File: src/rtl/sys_bus_arbiter.sv
// ---------------------------------------------------------------------------
// sys_bus_arbiter
//   Round-robin arbiter sharing one Red Pitaya system-bus slave between MN
//   masters. Each master fires a one-cycle wen/ren pulse and holds its
//   address/data/select stable until it gets ack or err. Requests are latched
//   as pending bits, issued one at a time and the slave answer is routed back
//   to the granted master. A per-transfer timeout turns a silent slave into err.
//
// Ports
//   clk, rstn                 clock, asynchronous active-low reset
//   m_addr/m_wdata/m_sel      packed master request slices (master i at i*W)
//   m_wen/m_ren               per-master request pulses (both high = write)
//   m_rdata                   shared read data, valid with the m_ack pulse
//   m_ack/m_err               per-master one-cycle response pulses
//   s_addr/s_wdata/s_sel      slave request, held from grant to next grant
//   s_wen/s_ren               slave one-cycle request pulse
//   s_rdata/s_ack/s_err       slave response
// ---------------------------------------------------------------------------
module sys_bus_arbiter #(
    parameter int MN      = 2,
    parameter int AW      = 32,
    parameter int DW      = 32,
    parameter int SW      = DW/8,
    parameter int TIMEOUT = 255
) (
    input  logic             clk,
    input  logic             rstn,
    input  logic [MN*AW-1:0] m_addr,
    input  logic [MN*DW-1:0] m_wdata,
    input  logic [MN*SW-1:0] m_sel,
    input  logic [MN-1:0]    m_wen,
    input  logic [MN-1:0]    m_ren,
    output logic [DW-1:0]    m_rdata,
    output logic [MN-1:0]    m_ack,
    output logic [MN-1:0]    m_err,
    output logic [AW-1:0]    s_addr,
    output logic [DW-1:0]    s_wdata,
    output logic [SW-1:0]    s_sel,
    output logic             s_wen,
    output logic             s_ren,
    input  logic [DW-1:0]    s_rdata,
    input  logic             s_err,
    input  logic             s_ack
);

    localparam int GW = (MN > 1) ? $clog2(MN) : 1;
    localparam bit TO_EN = (TIMEOUT != 0);
    localparam logic [15:0] TO_LAST = TO_EN ? 16'(TIMEOUT - 1) : 16'd0;

    typedef enum logic [1:0] {IDLE, ISSUE, WAIT} state_t;

    state_t          state_q, state_d;
    logic [MN-1:0]   pend_q, pend_d;
    logic [MN-1:0]   dir_q, dir_d;
    logic [GW-1:0]   grant_q, grant_d;
    logic [GW-1:0]   last_q, last_d;
    logic [15:0]     cnt_q, cnt_d;
    logic [DW-1:0]   m_rdata_q, m_rdata_d;
    logic [MN-1:0]   m_ack_q, m_ack_d;
    logic [MN-1:0]   m_err_q, m_err_d;
    logic [AW-1:0]   s_addr_q, s_addr_d;
    logic [DW-1:0]   s_wdata_q, s_wdata_d;
    logic [SW-1:0]   s_sel_q, s_sel_d;
    logic            s_wen_q, s_wen_d;
    logic            s_ren_q, s_ren_d;

    logic [MN-1:0]   pend_clr;
    logic [MN-1:0]   take;
    logic [GW-1:0]   arb_idx;
    logic            arb_hit;

    // Round-robin search starting just after the last served master.
    always_comb begin
        arb_hit = 1'b0;
        arb_idx = last_q;
        for (int k = 1; k <= MN; k++) begin
            if (!arb_hit && pend_q[(int'(last_q) + k) % MN]) begin
                arb_hit = 1'b1;
                arb_idx = GW'((int'(last_q) + k) % MN);
            end
        end
    end

    always_comb begin
        state_d   = state_q;
        grant_d   = grant_q;
        last_d    = last_q;
        cnt_d     = cnt_q;
        m_rdata_d = m_rdata_q;
        m_ack_d   = '0;
        m_err_d   = '0;
        s_addr_d  = s_addr_q;
        s_wdata_d = s_wdata_q;
        s_sel_d   = s_sel_q;
        s_wen_d   = s_wen_q;
        s_ren_d   = s_ren_q;
        pend_clr  = '0;

        case (state_q)
            IDLE: begin
                if (arb_hit) begin
                    grant_d   = arb_idx;
                    s_addr_d  = m_addr[int'(arb_idx)*AW +: AW];
                    s_wdata_d = m_wdata[int'(arb_idx)*DW +: DW];
                    s_sel_d   = m_sel[int'(arb_idx)*SW +: SW];
                    s_wen_d   = dir_q[arb_idx];
                    s_ren_d   = ~dir_q[arb_idx];
                    state_d   = ISSUE;
                end
            end
            ISSUE: begin
                s_wen_d = 1'b0;
                s_ren_d = 1'b0;
                cnt_d   = '0;
                state_d = WAIT;
            end
            WAIT: begin
                if (s_ack || s_err) begin
                    m_ack_d[grant_q]  = s_ack;
                    m_err_d[grant_q]  = s_err & ~s_ack;
                    m_rdata_d         = s_rdata;
                    pend_clr[grant_q] = 1'b1;
                    last_d            = grant_q;
                    state_d           = IDLE;
                end else if (TO_EN && cnt_q == TO_LAST) begin
                    m_err_d[grant_q]  = 1'b1;
                    pend_clr[grant_q] = 1'b1;
                    last_d            = grant_q;
                    state_d           = IDLE;
                end else if (TO_EN) begin
                    cnt_d = cnt_q + 16'd1;
                end
            end
            default: state_d = IDLE;
        endcase

        // A pulse on an already-pending master is dropped, except on the edge
        // that retires that master's transfer: there the new request is kept.
        take   = (m_wen | m_ren) & (~pend_q | pend_clr);
        pend_d = (pend_q & ~pend_clr) | take;
        dir_d  = (dir_q & ~take) | (m_wen & take);
    end

    always_ff @(posedge clk or negedge rstn) begin
        if (!rstn) begin
            state_q   <= IDLE;
            pend_q    <= '0;
            dir_q     <= '0;
            grant_q   <= '0;
            last_q    <= GW'(MN - 1);
            cnt_q     <= '0;
            m_rdata_q <= '0;
            m_ack_q   <= '0;
            m_err_q   <= '0;
            s_addr_q  <= '0;
            s_wdata_q <= '0;
            s_sel_q   <= '0;
            s_wen_q   <= 1'b0;
            s_ren_q   <= 1'b0;
        end else begin
            state_q   <= state_d;
            pend_q    <= pend_d;
            dir_q     <= dir_d;
            grant_q   <= grant_d;
            last_q    <= last_d;
            cnt_q     <= cnt_d;
            m_rdata_q <= m_rdata_d;
            m_ack_q   <= m_ack_d;
            m_err_q   <= m_err_d;
            s_addr_q  <= s_addr_d;
            s_wdata_q <= s_wdata_d;
            s_sel_q   <= s_sel_d;
            s_wen_q   <= s_wen_d;
            s_ren_q   <= s_ren_d;
        end
    end

    assign m_rdata = m_rdata_q;
    assign m_ack   = m_ack_q;
    assign m_err   = m_err_q;
    assign s_addr  = s_addr_q;
    assign s_wdata = s_wdata_q;
    assign s_sel   = s_sel_q;
    assign s_wen   = s_wen_q;
    assign s_ren   = s_ren_q;

endmodule

File: config.mk
export PLATFORM = sky130hd
export DESIGN_NAME = sys_bus_arbiter
export DESIGN_NICKNAME = d
export VERILOG_FILES = /design/src/rtl/sys_bus_arbiter.sv
export SDC_FILE = /design/constraint.sdc
export NUM_CORES = 1
export LEC_CHECK = 0
export BUFFER_PORTS_ARGS = -buffer_cell sky130_fd_sc_hd__clkbuf_2
export CORE_UTILIZATION = 45
export CTS_CLUSTER_DIAMETER = 60
export DETAILED_ROUTE_END_ITERATION = 16
export GPL_ROUTABILITY_DRIVEN = 1
export PLACE_DENSITY = 0.77
export SLEW_MARGIN = 10
export SYNTH_ARGS = -nofsm -noshare
export SYNTH_HDL_FRONTEND = slang
export SYNTH_SLANG_ARGS = --single-unit
File: constraint.sdc
create_clock -name clk -period 2.2 [get_ports clk]
set_clock_uncertainty 0.05 [all_clocks]
set_input_delay 0.11 -clock clk [delete_from_list [all_inputs] [get_ports clk]]
set_output_delay 0.11 -clock clk [all_outputs]
set_load 0.03 [all_outputs]
After elaboration in Yosys (flattened, before gate mapping):

Index checks and enable logic that the tools add are counted.

* output and inout bits: 106
* bits in registers: 130
* bits of input ports: 176
* word-level logic and storage cells: 98

* muxes and demuxes: 34
* bitwise logic cells: 18
* equality and inequality tests: 7
* $add $sub $neg: 3
* shift-type cells: 3
* reductions and logical operators: 14
* order comparisons: 5

Operators with widths (number)
* $shiftx A64 B7 Y32: 2
* $mux W16: 2
* $pmux W16 S2: 1
* $mux W2: 10
* $mux W1: 17
* $add A16 B1 Y16 const B: 1
* $eq A16 B8 Y1 const B: 1
* $and A2 B2 Y2: 6
* $reduce_and A2 Y1: 5
* $or A2 B2 Y2: 4
* $shiftx A8 B4 Y4: 1
* $lt A2 B3 Y1 const B: 2
* $ne A2 B2 Y1 const B: 3
* $not A2 Y2: 3
* $pmux W2 S3: 1
* $reduce_bool A2 Y1: 3
* $lt A1 B2 Y1 const B: 2
* $pmux W1 S2: 2
* $ne A3 B3 Y1 const B: 1
* $reduce_and A3 Y1: 1
* $add A1 B1 Y1 const B: 2
* $and A1 B1 Y1 const A: 2
* $eq A2 B1 Y1 const B: 1
* $eq A2 B2 Y1 const B: 1
* other kinds (8): 10

Logic depth before layout (Yosys ltp):

Gate-level depths: netlist of run 1.

* word-level depth: 14
* depth in mapped cells: 7
* gate-level depth less buffers: 6

Least setup slack after synthesis of run 1:

Ideal clock, no wire load.

* kind: register -> register
* start: register state_q[0]
* end: register cnt_q[15]
* path buffers: 0
* data arrival time: 1.692 ns
* data required time: 2.084 ns
* path slack: 0.393 ns
* setup time: 0.066 ns
* cell stages (with the launch flop): 5
* period minus slack after synthesis: 1.807 ns
* cell sequence: dfrtp_1 nor4b_4 nand4_2 or4_1 nand2_1

* word-level cells in the longest chain between the ends: 3
* elaborated cells on any way between the ends: 7
* classes of those cells: eq/ne (4); mux (1); reduce/logical (2)

Ends and longest elaborated chain
* from (decl): RTL line 52 `state_t state_q, state_d;`
* from (signal assigned): RTL line 161 `state_q <= state_d;`
* $eq A2 B2 Y1 or $eq A2 B1 Y1 (tied branches): RTL line 99 `case (state_q)`
* $ne A2 B2 Y1 (no line) or $reduce_bool A2 Y1 (tied branches)
* $reduce_and A3 Y1 (no line)
* to (signal assigned): RTL line 166 `cnt_q <= cnt_d;`
* to (decl): RTL line 57 `logic [15:0] cnt_q, cnt_d;`

Parallel ways exist; a longest one is shown, timed or not.
A chain may end at the register's enable or synchronous reset.

Final worst setup path of run 1:

* start: register last_q
* end: register s_wdata_q[22], in the netlist s_wdata[22]

* word-level cells in the longest chain between the ends: 9
* elaborated cells on any way between the ends: 16
* classes of those cells: add/sub (2); shift (1); mux (10); reduce/logical (3)

Ends and longest elaborated chain
* from (decl): RTL line 56 `logic [GW-1:0] last_q, last_d;`
* from (signal assigned): RTL line 150 `last_q <= GW'(MN - 1);`
* from (signal assigned): RTL line 165 `last_q <= last_d;`
* $add A1 B1 Y1: RTL line 77, 79
* $mux W1 (implied by the code) (3 in series): RTL line 77 `if (!arb_hit && pend_q[(int'(last_q) + k) % MN]) begin`
* $mux W1: RTL line 77
* $logic_not A1 Y1: RTL line 77
* $logic_and A1 B1 Y1: RTL line 77
* $mux W1: RTL line 77
* $shiftx A64 B7 Y32 or $reduce_and A2 Y1 (tied branches)
* to (signal assigned): RTL line 171 `s_wdata_q <= s_wdata_d;`
* to (decl): RTL line 62 `logic [DW-1:0] s_wdata_q, s_wdata_d;`

Parallel ways exist; a longest one is shown, timed or not. The select of a mux whose other input is x is not followed.

==> results of run 1 <==
-- layer usage --
layer	share of wire [%]	routed length, µm	track usage, %
met1	36	8286	36.57
met4	7.4	1704	23.72
met5	0	0	0
met2	50	11540	54.45
met3	6.6	1530	7.433
-- power groups by stage --
| stage | Clock (mW) | Combinational (mW) | Sequential [mW] |
|---|---|---|---|
| after floorplan | 0 | 2.33 | 5.86 |
| after global placement | 0 | 5.95 | 3.96 |
| after detailed placement | 0 | 6.09 | 4.03 |
| after CTS | 2.76 | 6.62 | 4.01 |
| after global routing | 2.87 | 7.88 | 4.24 |
| final | 2.73 | 7.49 | 4.14 |
-- stage by stage --
step / total power, mW / utilization [%] / setup TNS, ns
floorplan: 8.189 / - / 0
global placement: 9.915 / 59.18 / 0
detailed placement: 10.12 / 59.18 / 0
CTS: 13.38 / 77.59 / 0
global route: 15.00 / 79.63 / -0.4191
finish: 14.36 / 79.63 / -0.1142
-- synthesized netlist by cell type (2+ instances only) --
master	count
o31ai_1	2
nor2_1	8
o211ai_1	8
ha_1	2
buf_2	12
mux2i_1	72
clkbuf_1	17
and4_1	2
and3_1	3
nor3_1	2
nand2_1	84
nand3_1	8
dfrtp_1	129
a21o_1	3
mux2_2	2
a21oi_1	8
o21ai_1	73
or3_1	5
a211o_1	2
and2_1	3
o2111ai_1	2
mux2_1	30
inv_1	8
nand4_1	10
nor2b_1	2
or4_1	6
o21ai_0	6
-- cell type report --
cell class,count,area [µm²]
Sequential cell,130,3256
Inverter,8,30.03
Clock buffer,21,460.4
Timing Repair Buffer,486,3538
Tap cell,172,215.2
Multi-Input combinational cell,352,2392
Clock inverter,11,111.4
Antenna cell,2,5.005
Fill cell,660,2560
-- logic make-up (layout without fill, tap and decap cells) --
family,count (synthesis),in the layout,share of synthesized area (%)
muxes,104,104,18.71
buffers and inverters,38,526,2.728
xor gates and xnor gates,1,1,0.1516
and+or+nand+nor,141,141,11.84
adders and majority gates,2,2,0.4329
DFF,130,130,56.31
other,0,2,0
AOI/OAI and AO/OA,104,104,9.829
-- worst min-delay path by stage --
stage,slack (ns),startpoint,end
6_report,0.005,m_addr[2],s_addr[2]$_DFFE_PN0P_
5_1_grt,0.02,m_addr[2],s_addr[2]$_DFFE_PN0P_
2_1_floorplan,-0.24,rstn,asynchronous set/reset pin
3_3_place_gp,-0.04,rstn,s_addr[19]$_DFFE_PN0P_
4_1_cts,0.04,s_err,m_err[0]$_DFF_PN0_
3_5_place_dp,-0.04,rstn,s_addr[19]$_DFFE_PN0P_
-- critical path, stage by stage, from the launching register on --
cell and delay (ns):
dfstp_2 0.53, inv_1 0.06, a21oi_4 0.24, buf_12 0.24
mux2i_1 0.29, dlygate4sd3_1 0.64, o21ai_1 0.08
-- timing repair --
action,4_1_cts,5_1_grt
setup buffers,0,21
hold buffers,174,3
gates resized for setup,0,16
endpoints found under the setup margin,0,46
endpoints found under the hold margin,235,3
-- sequential cells by signal, indices dropped and copies added (netlist names), 2 cells and up, named ones only --
register  flops
m_err         2
cnt_q        16
state_q       2
s_sel         4
s_addr       32
pend_q        2
m_ack         2
s_wdata      32
m_rdata      32
==> metrics.md, run 1 <==
| Metric | Value |
|---|---|
| Status | `finished with violations` |
| Failing checks | `negative setup slack` |
| Async set or reset register ratio after synthesis | `100.0%` |
| Area leader, netlist | `dfrtp_1` |
| ANT nets after route | `0` |
| Top_reg_cell synth | `dfrtp_1` |
| Share of cells above drive strength 1 | `35.12%` |
| Crit start category | `register` |
| DP Worst Slack | `0.2873 ns` |
| First-pass GRT wire length | `32.35 mm` |
| DPL Wire Length | `11.20 mm` |
| Worst slew margin | `65.16%` |
| Switching share of power | `44.77%` |
| Critical path launch point | `last_q$_DFFE_PN1P_` |
| Netlist cell types | `38` |
| Finished layout cell area | `0.01001 mm²` |
| YS warnings | `0` |
| Worst-skew pair later-pin latency | `0.42 ns` |
| Worst hold margin | `0.004512 ns` |
| Peak supply drop | `0.8606 mV` |
| Worst-case reg-to-reg path depth | `6` |
| Final setup margin | `-0.08244 ns` |
| WP data required | `2.43 ns` |
| Seq/Total Area, Yosys | `56.31%` |
| DRT Pass-1 Iters | `4` |
| RSZ-0062 raised after global routing | `yes` |
| Site row count | `41` |
| TritonCTS clock tree | `done` |
| Hold Path Depth | `3` |
| Synth top area share | `55.86%` |
| Slew @ Worst Pin | `0.5206 ns` |
| Depth of the CTS H-tree | `4` |
| Pleak | `5.104 nW` |
| WL final | `23.06 mm` |
| Worst setup endpoint | `s_wdata[22]$_DFFE_PN0P_` |
| Detail-routed via count per cell | `5.416` |
| Drt drc | `0` |
| Longest Clk Path Bufs | `2` |
| Critical path peak fanout | `20` |
| Gr ovfl total | `0` |
| Global router's overall resource usage | `32.54%` |
| DR WL/cell | `19.51 µm` |
| Most frequent cells in the layout | `clkbuf_2 (280), dlygate4sd3_1 (157), dfrtp_1 (128), nand2_1 (84)` |
| Setup Viol. Count Final | `2` |
| Die ar. | `0.01330 mm²` |
| Logic pwr share | `52.2%` |
| Port bufs | `281` |
| Minimum clock period | `2.282 ns` |
| Cell internal pwr | `7.933 mW` |
| CP endpoint kind | `register` |
| Fin crit share | `103.7%` |
| Initial Utilization | `45.98%` |
| FF-to-FF End | `s_wdata[22]$_DFFE_PN0P_` |
| Largest cells by area after synthesis | `dfrtp_1 (56%), mux2i_1 (12%), o21ai_1 (6.3%)` |
| Core footprint | `0.01257 mm²` |
| Reg2reg setup slack | `-0.08 ns` |
| WP data arrival | `2.51 ns` |
| Clock power frac | `19.0%` |
| Synth-to-layout area growth | `73.18%` |
| Fin. max-slew vios | `0` |
| RR Startpoint | `last_q$_DFFE_PN1P_` |
| Post-Syn Area per Cell | `11.11 µm²` |
| Initial antenna violation count | `2` |
| Mapped cell area | `0.005779 mm²` |
| P per Cell Area | `1435 mW/mm²` |
| Area after DPL | `0.007438 mm²` |
| CTS sink cnt | `130` |
| Fmax | `438.1 MHz` |
| Die H | `115.3 µm` |
| Most common cell after layout, fill and taps aside | `clkbuf_2` |
| Die width | `115.3 µm` |
| Total CTS buffers | `17` |
| Worst setup path class | `register to register` |
| Clock tree root driver cell | `clkbuf_16` |
| Post-synth EDFFs | `0` |
| Non-filler cells, final | `1182` |
| Cells after Synth | `520` |
| Vias in the first global route | `6418` |
| Placed Cells | `953` |
| FF+latch count, synth | `130` |
| Max-Cap Viols | `0` |
| Hold crit path type | `input port to register` |
| Via count | `6402` |
| IO Pins | `282` |
| Syn Nets | `698` |
| Largest net degree at the start of global routing | `85` |
| Nets@finish | `1173` |
| Psw | `6.431 mW` |
| Sequential power share | `28.8%` |
| RD Place Congestion | `0.8327` |
| Reg clk slew, reported paths | `0.06 ns` |
| Iteration-0 DRC Markers | `416` |
| Hold Fails Final Rpt | `0` |
(Power assumes the default switching activity.)
==> run 2: changes to the inputs <==
--- a/config.mk
+++ b/config.mk
@@ -6,11 +6,13 @@
 export NUM_CORES = 1
 export LEC_CHECK = 0
 export BUFFER_PORTS_ARGS = -buffer_cell sky130_fd_sc_hd__clkbuf_2
+export CORE_ASPECT_RATIO = 0.7
 export CORE_UTILIZATION = 45
 export CTS_CLUSTER_DIAMETER = 60
 export DETAILED_ROUTE_END_ITERATION = 16
 export GPL_ROUTABILITY_DRIVEN = 1
 export PLACE_DENSITY = 0.77
+export SETUP_SLACK_MARGIN = 0.2
 export SLEW_MARGIN = 10
 export SYNTH_ARGS = -nofsm -noshare
 export SYNTH_HDL_FRONTEND = slang
==> run 2 against run 1 <==
The flow now finishes without violations. Sequential power about the same. Count of clock-buffer cells in the layout down 1. Global-route usage down 0.17 points. Register-to-register slack better by 0.41 ns. Total power down 4.9%. Sequential cell count unchanged. First-iteration DRC count down 12%. Highest routed layer unchanged. Hold slack better by 0.025 ns. Wire length down 8.1%. Largest power group unchanged. Worst setup slack better by 0.41 ns. Sequential share of layout area up 0.58 points.
==> metrics.md, run 2 (synthesis results as in run 1) <==
| Metric | Value |
|---|---|
| Status | `complete, no violations` |
| Most common cell after layout, fill and taps aside | `clkbuf_2` |
| Worst hold margin | `0.02942 ns (+0.02491 ns)` |
| Site row count | `34 (-17%)` |
| P per Cell Area | `1391 mW/mm² (-3.1%)` |
| Die ar. | `0.01331 mm² (about the same)` |
| Via count | `6064 (-5.3%)` |
| WP data arrival | `2.16 ns (-0.35 ns)` |
| Sequential Area | `0.003254 mm² (about the same)` |
| Die width | `137.5 µm (+19%)` |
| Max-Cap Viols | `0 (unchanged)` |
| Largest net degree at the start of global routing | `131 (+54%)` |
| Iteration-0 DRC Markers | `367 (-12%)` |
| Clock tree root driver cell | `clkbuf_16` |
| First-pass GRT wire length | `32.43 mm (+0.26%)` |
| Pleak | `4.867 nW (-4.6%)` |
| Minimum clock period | `1.870 ns (-0.4123 ns)` |
| Longest Clk Path Bufs | `2 (unchanged)` |
| Synth-to-layout area growth | `70.06%` |
| Nets@finish | `1154 (-1.6%)` |
| Crit start category | `register` |
| Gr ovfl total | `0 (unchanged)` |
| Depth of the CTS H-tree | `4 (unchanged)` |
| Vias in the first global route | `6492 (+1.2%)` |
| Ant. Diodes | `0 (-2)` |
| DR WL/cell | `18.40 µm (-5.7%)` |
| Port bufs | `281 (unchanged)` |
| Fin. max-slew vios | `0 (unchanged)` |
| Fillers | `724 (+9.7%)` |
| DPL Wire Length | `11.04 mm (-1.4%)` |
| WP data required | `2.49 ns (+0.06 ns)` |
| Worst setup path class | `register to register` |
| RSZ-0062 raised after global routing | `no` |
| Hold crit path type | `input port to register` |
| Global router's overall resource usage | `32.37% (-0.17 points)` |
| DRT Pass-1 Iters | `4 (unchanged)` |
| Worst-skew pair later-pin latency | `0.41 ns (about the same)` |
| Share of cells above drive strength 1 | `33.87% (-1.2 points)` |
| CTS sink cnt | `130 (unchanged)` |
| Detail-routed via count per cell | `5.268 (-2.7%)` |
| Non-filler cells, final | `1151 (-2.6%)` |
| Worst slew margin | `54.46% (-11 points)` |
| IO Pins | `282 (unchanged)` |
| Initial antenna violation count | `0 (-2)` |
| Reg clk slew, reported paths | `0.06 ns (about the same)` |
| Setup Viol. Count Final | `0 (-2)` |
| Initial Utilization | `46.37% (+0.38 points)` |
| Area of the multi-input gates | `0.002400 mm² (+0.31%)` |
| Die H | `96.82 µm (-16%)` |
| WL final | `21.18 mm (-8.1%)` |
| Hold Path Depth | `3 (unchanged)` |
| Core footprint | `0.01246 mm² (-0.83%)` |
| Placed Cells | `943 (-1.0%)` |
| Drt drc | `0 (unchanged)` |
| Worst-case reg-to-reg path depth | `4 (-2)` |
| Slew @ Worst Pin | `0.6830 ns (+0.1624 ns)` |
| Most frequent cells in the layout | `clkbuf_2 (280), dlygate4sd3_1 (174), dfrtp_1 (129), nand2_1 (84)` |
| Fmax | `534.7 MHz (+22%)` |
| TritonCTS clock tree | `done` |
| Critical path peak fanout | `7 (-65%)` |
| Peak supply drop | `0.9755 mV (+13%)` |
| RD Place Congestion | `0.8655 (+3.9%)` |
| ANT nets after route | `0 (unchanged)` |
| Total CTS buffers | `17 (unchanged)` |
| TNS Setup | `0 ns (+0.1142 ns)` |
| Fin crit share | `85.01% (-19 points)` |
| Hold Fails Final Rpt | `0 (unchanged)` |
| CP endpoint kind | `register` |
==> run 2: layout make-up <==
class / instances / area share (%)
repair buffers: 467 / 33.61
flip-flops and latches: 130 / 33.11
multi-input cells: 352 / 24.42
clock buffers: 20 / 4.647
well taps: 162 / 2.062
clock inverters: 12 / 1.846
inverters: 8 / 0.3055
==> run 2: critical path, stage by stage, from the launching register on <==
cell and delay [ns]:
dfrtp_1 0.44, nor4b_4 0.40, nand4_2 0.29, or4_1 0.53
nand2_1 0.09
==> run 2: path summary, 6_finish.rpt <==
path,end,slack (ns),from
max,cnt_q[15]$_DFFE_PN0P_,0.33,state_q[0]$_DFFE_PN0P_
max reg2reg,cnt_q[15]$_DFFE_PN0P_,0.33,state_q[0]$_DFFE_PN0P_
min,m_err[0]$_DFF_PN0_,0.03,s_err
max in group asynchronous,s_wdata[21]$_DFFE_PN0P_,1.28,rstn
min in group asynchronous,cnt_q[0]$_DFFE_PN0P_,0.30,rstn
min reg2reg,s_wdata[18]$_DFFE_PN0P_,0.44,s_wdata[18]$_DFFE_PN0P_
==> run 2: what timing repair did <==
action / 4_1_cts / 5_1_grt
setup endpoints to repair: 2 / 11
endpoints found under the hold margin: 235 / 0
pin swaps: 1 / 1
setup buffers: 2 / 0
hold buffers: 174 / 0
gates resized for setup: 0 / 2
==> run 2: per-stage QoR <==
step | cell area (µm²) | utilization (%) | setup slack [ns] | power [mW]
finish | 9828 | 78.85 | 0.3299 | 13.67
global placement | 7426 | 59.58 | 0.3429 | 9.947
global route | 9828 | 78.85 | 0.2315 | 14.32
floorplan | 5779 | - | 0.3925 | 8.189
CTS | 9821 | 78.79 | 0.3104 | 13.45
detailed placement | 7426 | 59.58 | 0.1875 | 10.17
==> run 2: routing by layer <==
layer / track usage [%] / wire, µm / vias up
li1: - / - / 2757
met1: 33.81 / 7744 / 2857
met4: 22.40 / 1298 / 0
met5: 0 / 0 / -
met2: 57.17 / 10760 / 334
met3: 7.023 / 1383 / 116
==> run 2: power breakdown <==
| part | switching (mW) | internal, mW | leakage (nW) |
|---|---|---|---|
| Sequential | 0.665 | 3.44 | 1.59 |
| Clock | 1.05 | 1.96 | 0.298 |
| Combinational | 4.33 | 2.22 | 2.98 |
==> run 3: changes to the inputs <==
--- a/config.mk
+++ b/config.mk
@@ -8,7 +8,9 @@
 export BUFFER_PORTS_ARGS = -buffer_cell sky130_fd_sc_hd__clkbuf_2
 export CORE_ASPECT_RATIO = 0.7
 export CORE_UTILIZATION = 45
+export CTS_BUF_LIST = sky130_fd_sc_hd__clkbuf_4
 export CTS_CLUSTER_DIAMETER = 60
+export CTS_CLUSTER_SIZE = 12
 export DETAILED_ROUTE_END_ITERATION = 16
 export GPL_ROUTABILITY_DRIVEN = 1
 export PLACE_DENSITY = 0.77
==> constraint.sdc (replaced) <==
create_clock -name clk -period 1.93 [get_ports clk]
set_clock_uncertainty 0.05 [all_clocks]
set_input_delay 0.0965 -clock clk [delete_from_list [all_inputs] [get_ports clk]]
set_output_delay 0.0965 -clock clk [all_outputs]
set_load 0.03 [all_outputs]
==> run 3 against run 2 <==
Cell count grew 2.1%. Die area is the same. Count of clock-buffer cells in the layout shrank 3. Sequential share of layout area shrank 0.13 points. First-iteration DRC count grew 2.2%. Total power grew 8.5%. Register-to-register slack lost 0.17 ns. Combinational power grew 23%. Clock power shrank 32%. Hold slack gained 0.080 ns. Design area grew 0.48%. Critical path depth grew 2.
==> metrics.md, run 3 (synthesis results as in run 1) <==
| Metric | Value |
|---|---|
| Fin. max-slew vios | `0 (unchanged)` |
| Initial Utilization | `46.37% (unchanged)` |
| Worst slew margin | `71.42% (+17 points)` |
| Die ar. | `0.01331 mm² (unchanged)` |
| Port bufs | `281 (unchanged)` |
| Detail-routed via count per cell | `5.414 (+2.8%)` |
| Core footprint | `0.01246 mm² (unchanged)` |
| Longest Clk Path Bufs | `2 (unchanged)` |
| Die width | `137.5 µm (unchanged)` |
| DR WL/cell | `20.11 µm (+9.2%)` |
| RSZ-0062 raised after global routing | `yes` |
| Total CTS buffers | `17 (unchanged)` |
| Depth of the CTS H-tree | `4 (unchanged)` |
| First-pass GRT wire length | `33.92 mm (+4.6%)` |
| RD Place Congestion | `0.8466 (-2.2%)` |
| Final core utilization | `79.23% (+0.38 points)` |
| Reg clk slew, reported paths | `0.15 ns (+0.09 ns)` |
| Fin crit share | `91.76% (+6.8 points)` |
| Max-Cap Viols | `0 (unchanged)` |
| Hold crit path type | `input port to asynchronous set/reset pin` |
| Largest net degree at the start of global routing | `73 (-44%)` |
| DPL Wire Length | `11.54 mm (+4.5%)` |
| Vias in the first global route | `6649 (+2.4%)` |
| Initial antenna violation count | `1 (+1)` |
| Status | `complete, no violations` |
| Critical-path top delay cell | `dfstp_2` |
| Hold Fails Final Rpt | `0 (unchanged)` |
| Iteration-0 DRC Markers | `375 (+2.2%)` |
| IO Pins | `282 (unchanged)` |
| Minimum clock period | `1.771 ns (-0.09915 ns)` |
| Share of cells above drive strength 1 | `37.55% (+3.7 points)` |
| Most frequent cells in the layout | `clkbuf_2 (280), dlygate4sd3_1 (175), dfrtp_1 (127), nand2_1 (83), o21ai_1 (72)` |
| ANT nets after route | `0 (unchanged)` |
| Crit start category | `register` |
| Nets@finish | `1177 (+2.0%)` |
| WP data required | `2.31 ns (-0.18 ns)` |
| CP endpoint kind | `register` |
| Via count | `6361 (+4.9%)` |
| WL final | `23.63 mm (+12%)` |
| Max stage delay on crit path | `0.56 ns (+0.03 ns)` |
| Non-filler cells, final | `1175 (+2.1%)` |
| Clock tree root driver cell | `clkbuf_4` |
| Die H | `96.82 µm (unchanged)` |
| Gr ovfl total | `0 (unchanged)` |
| P per Cell Area | `1502 mW/mm² (+8.0%)` |
| TNS Setup | `0 ns (unchanged)` |
| Slew @ Worst Pin | `0.4288 ns (-0.2543 ns)` |
| Fmax | `564.7 MHz (+5.6%)` |
| Synth-to-layout area growth | `70.88%` |
| Crit path buf inv count | `3 (+3)` |
| Worst setup path class | `register to register` |
| DRT Pass-1 Iters | `5 (+1)` |
| Peak supply drop | `0.9689 mV (-0.68%)` |
| Critical path peak fanout | `7 (unchanged)` |
| TritonCTS clock tree | `done` |
| Setup Viol. Count Final | `0 (unchanged)` |
| Placed Cells | `947 (+0.42%)` |
| CTS sink cnt | `130 (unchanged)` |
| Pleak | `4.869 nW (about the same)` |
| Most common cell after layout, fill and taps aside | `clkbuf_2` |
| Worst-skew pair later-pin latency | `0.54 ns (+0.13 ns)` |
| Site row count | `34 (unchanged)` |
| WP data arrival | `2.15 ns (about the same)` |
| Global router's overall resource usage | `33.72% (+1.4 points)` |
| Cell breakdown of the critical path | `inv_2 -> a21oi_4 -> buf_6 -> clkbuf_16 -> mux2i_1 -> o21ai_1` |
| Delay-heaviest family, CP | `flip-flops` |
| Drt drc | `0 (unchanged)` |
run 3: changes by cell type in the layout (fill, tap and decap cells not counted), moves of 3 or more:
cell | before | now
inv_6 | 0 | 3
buf_4 | 8 | 22
clkbuf_4 | 0 | 17
clkbuf_16 | 17 | 1
mux2i_4 | 0 | 3
mux2i_2 | 0 | 5
buf_8 | 0 | 3
mux2i_1 | 72 | 64
run 3: what timing repair did:
item                                    CTS  global route
buffers inserted                          6            10
endpoints found under the setup margin   20           118
hold buffers                            176             0
endpoints found under the hold margin   238             0
pin swaps                                 7            11
gates cloned                              0             3
gates resized for setup                   8            40
run 3: metrics by stage:
| step | hold WS [ns] | cell area, µm² | power, mW | setup slack, ns |
|---|---|---|---|---|
| 3_5_place_dp | 0.02445 | 7456 | 11.58 | 0.07567 |
| 3_3_place_gp | 0.01517 | 7456 | 11.32 | 0.1455 |
| 4_1_cts | 0.05078 | 9604 | 13.92 | 0.1623 |
| 5_1_grt | 0.1172 | 9876 | 15.51 | 0.09642 |
| 2_1_floorplan | -0.2491 | 5779 | 9.334 | 0.2336 |
| 6_report | 0.1096 | 9876 | 14.83 | 0.1590 |
run 3: final timing paths:
check	startpoint	endpoint	slack [ns]	depth (start not counted)
worst min-delay path	rstn	m_rdata[16]$_DFFE_PN0P_	0.11	3
worst max-delay path	last_q$_DFFE_PN1P_	s_wdata[4]$_DFFE_PN0P_	0.16	6
worst min register to register	s_addr[3]$_DFFE_PN0P_	s_addr[3]$_DFFE_PN0P_	0.45	2
worst max register to register	last_q$_DFFE_PN1P_	s_wdata[4]$_DFFE_PN0P_	0.16	6
min in group clk	s_rdata[14]	m_rdata[14]$_DFFE_PN0P_	0.25	3
max in group asynchronous	rstn	state_q[0]$_DFFE_PN0P_	1.41	3
run 3: report_power, final:
group | total (mW) | leakage, nW | internal [mW] | switching [mW]
combinational | 8.08 | 3.12 | 2.81 | 5.27
sequential | 4.71 | 1.59 | 3.91 | 0.800
clock | 2.04 | 0.157 | 0.909 | 1.13
run 3: cell type report:
| cell class | count | area, µm² |
|---|---|---|
| timing repair buffer | 490 | 3551 |
| tap | 162 | 202.7 |
| clock inverter | 15 | 182.7 |
| multi-input combinational | 352 | 2522 |
| sequential | 130 | 3257 |
| clock buffer | 17 | 127.6 |
| antenna | 1 | 2.502 |
| inverter | 8 | 30.03 |
| fill | 703 | 2589 |
run 3: worst min-delay path: stages:
cell	delay, ns
dlygate4sd3_1	0.55
buf_4	0.22
buf_12	0.22
run 3: per-layer routing:
metal / vias to the layer above / GRT usage [%] / share of wire, %
met1: 3009 / 37.20 / 36
met2: 398 / 56.32 / 49
met4: 0 / 20.71 / 6.1
met5: - / 0 / 0
li1: 2814 / - / -
met3: 140 / 10.38 / 9.1
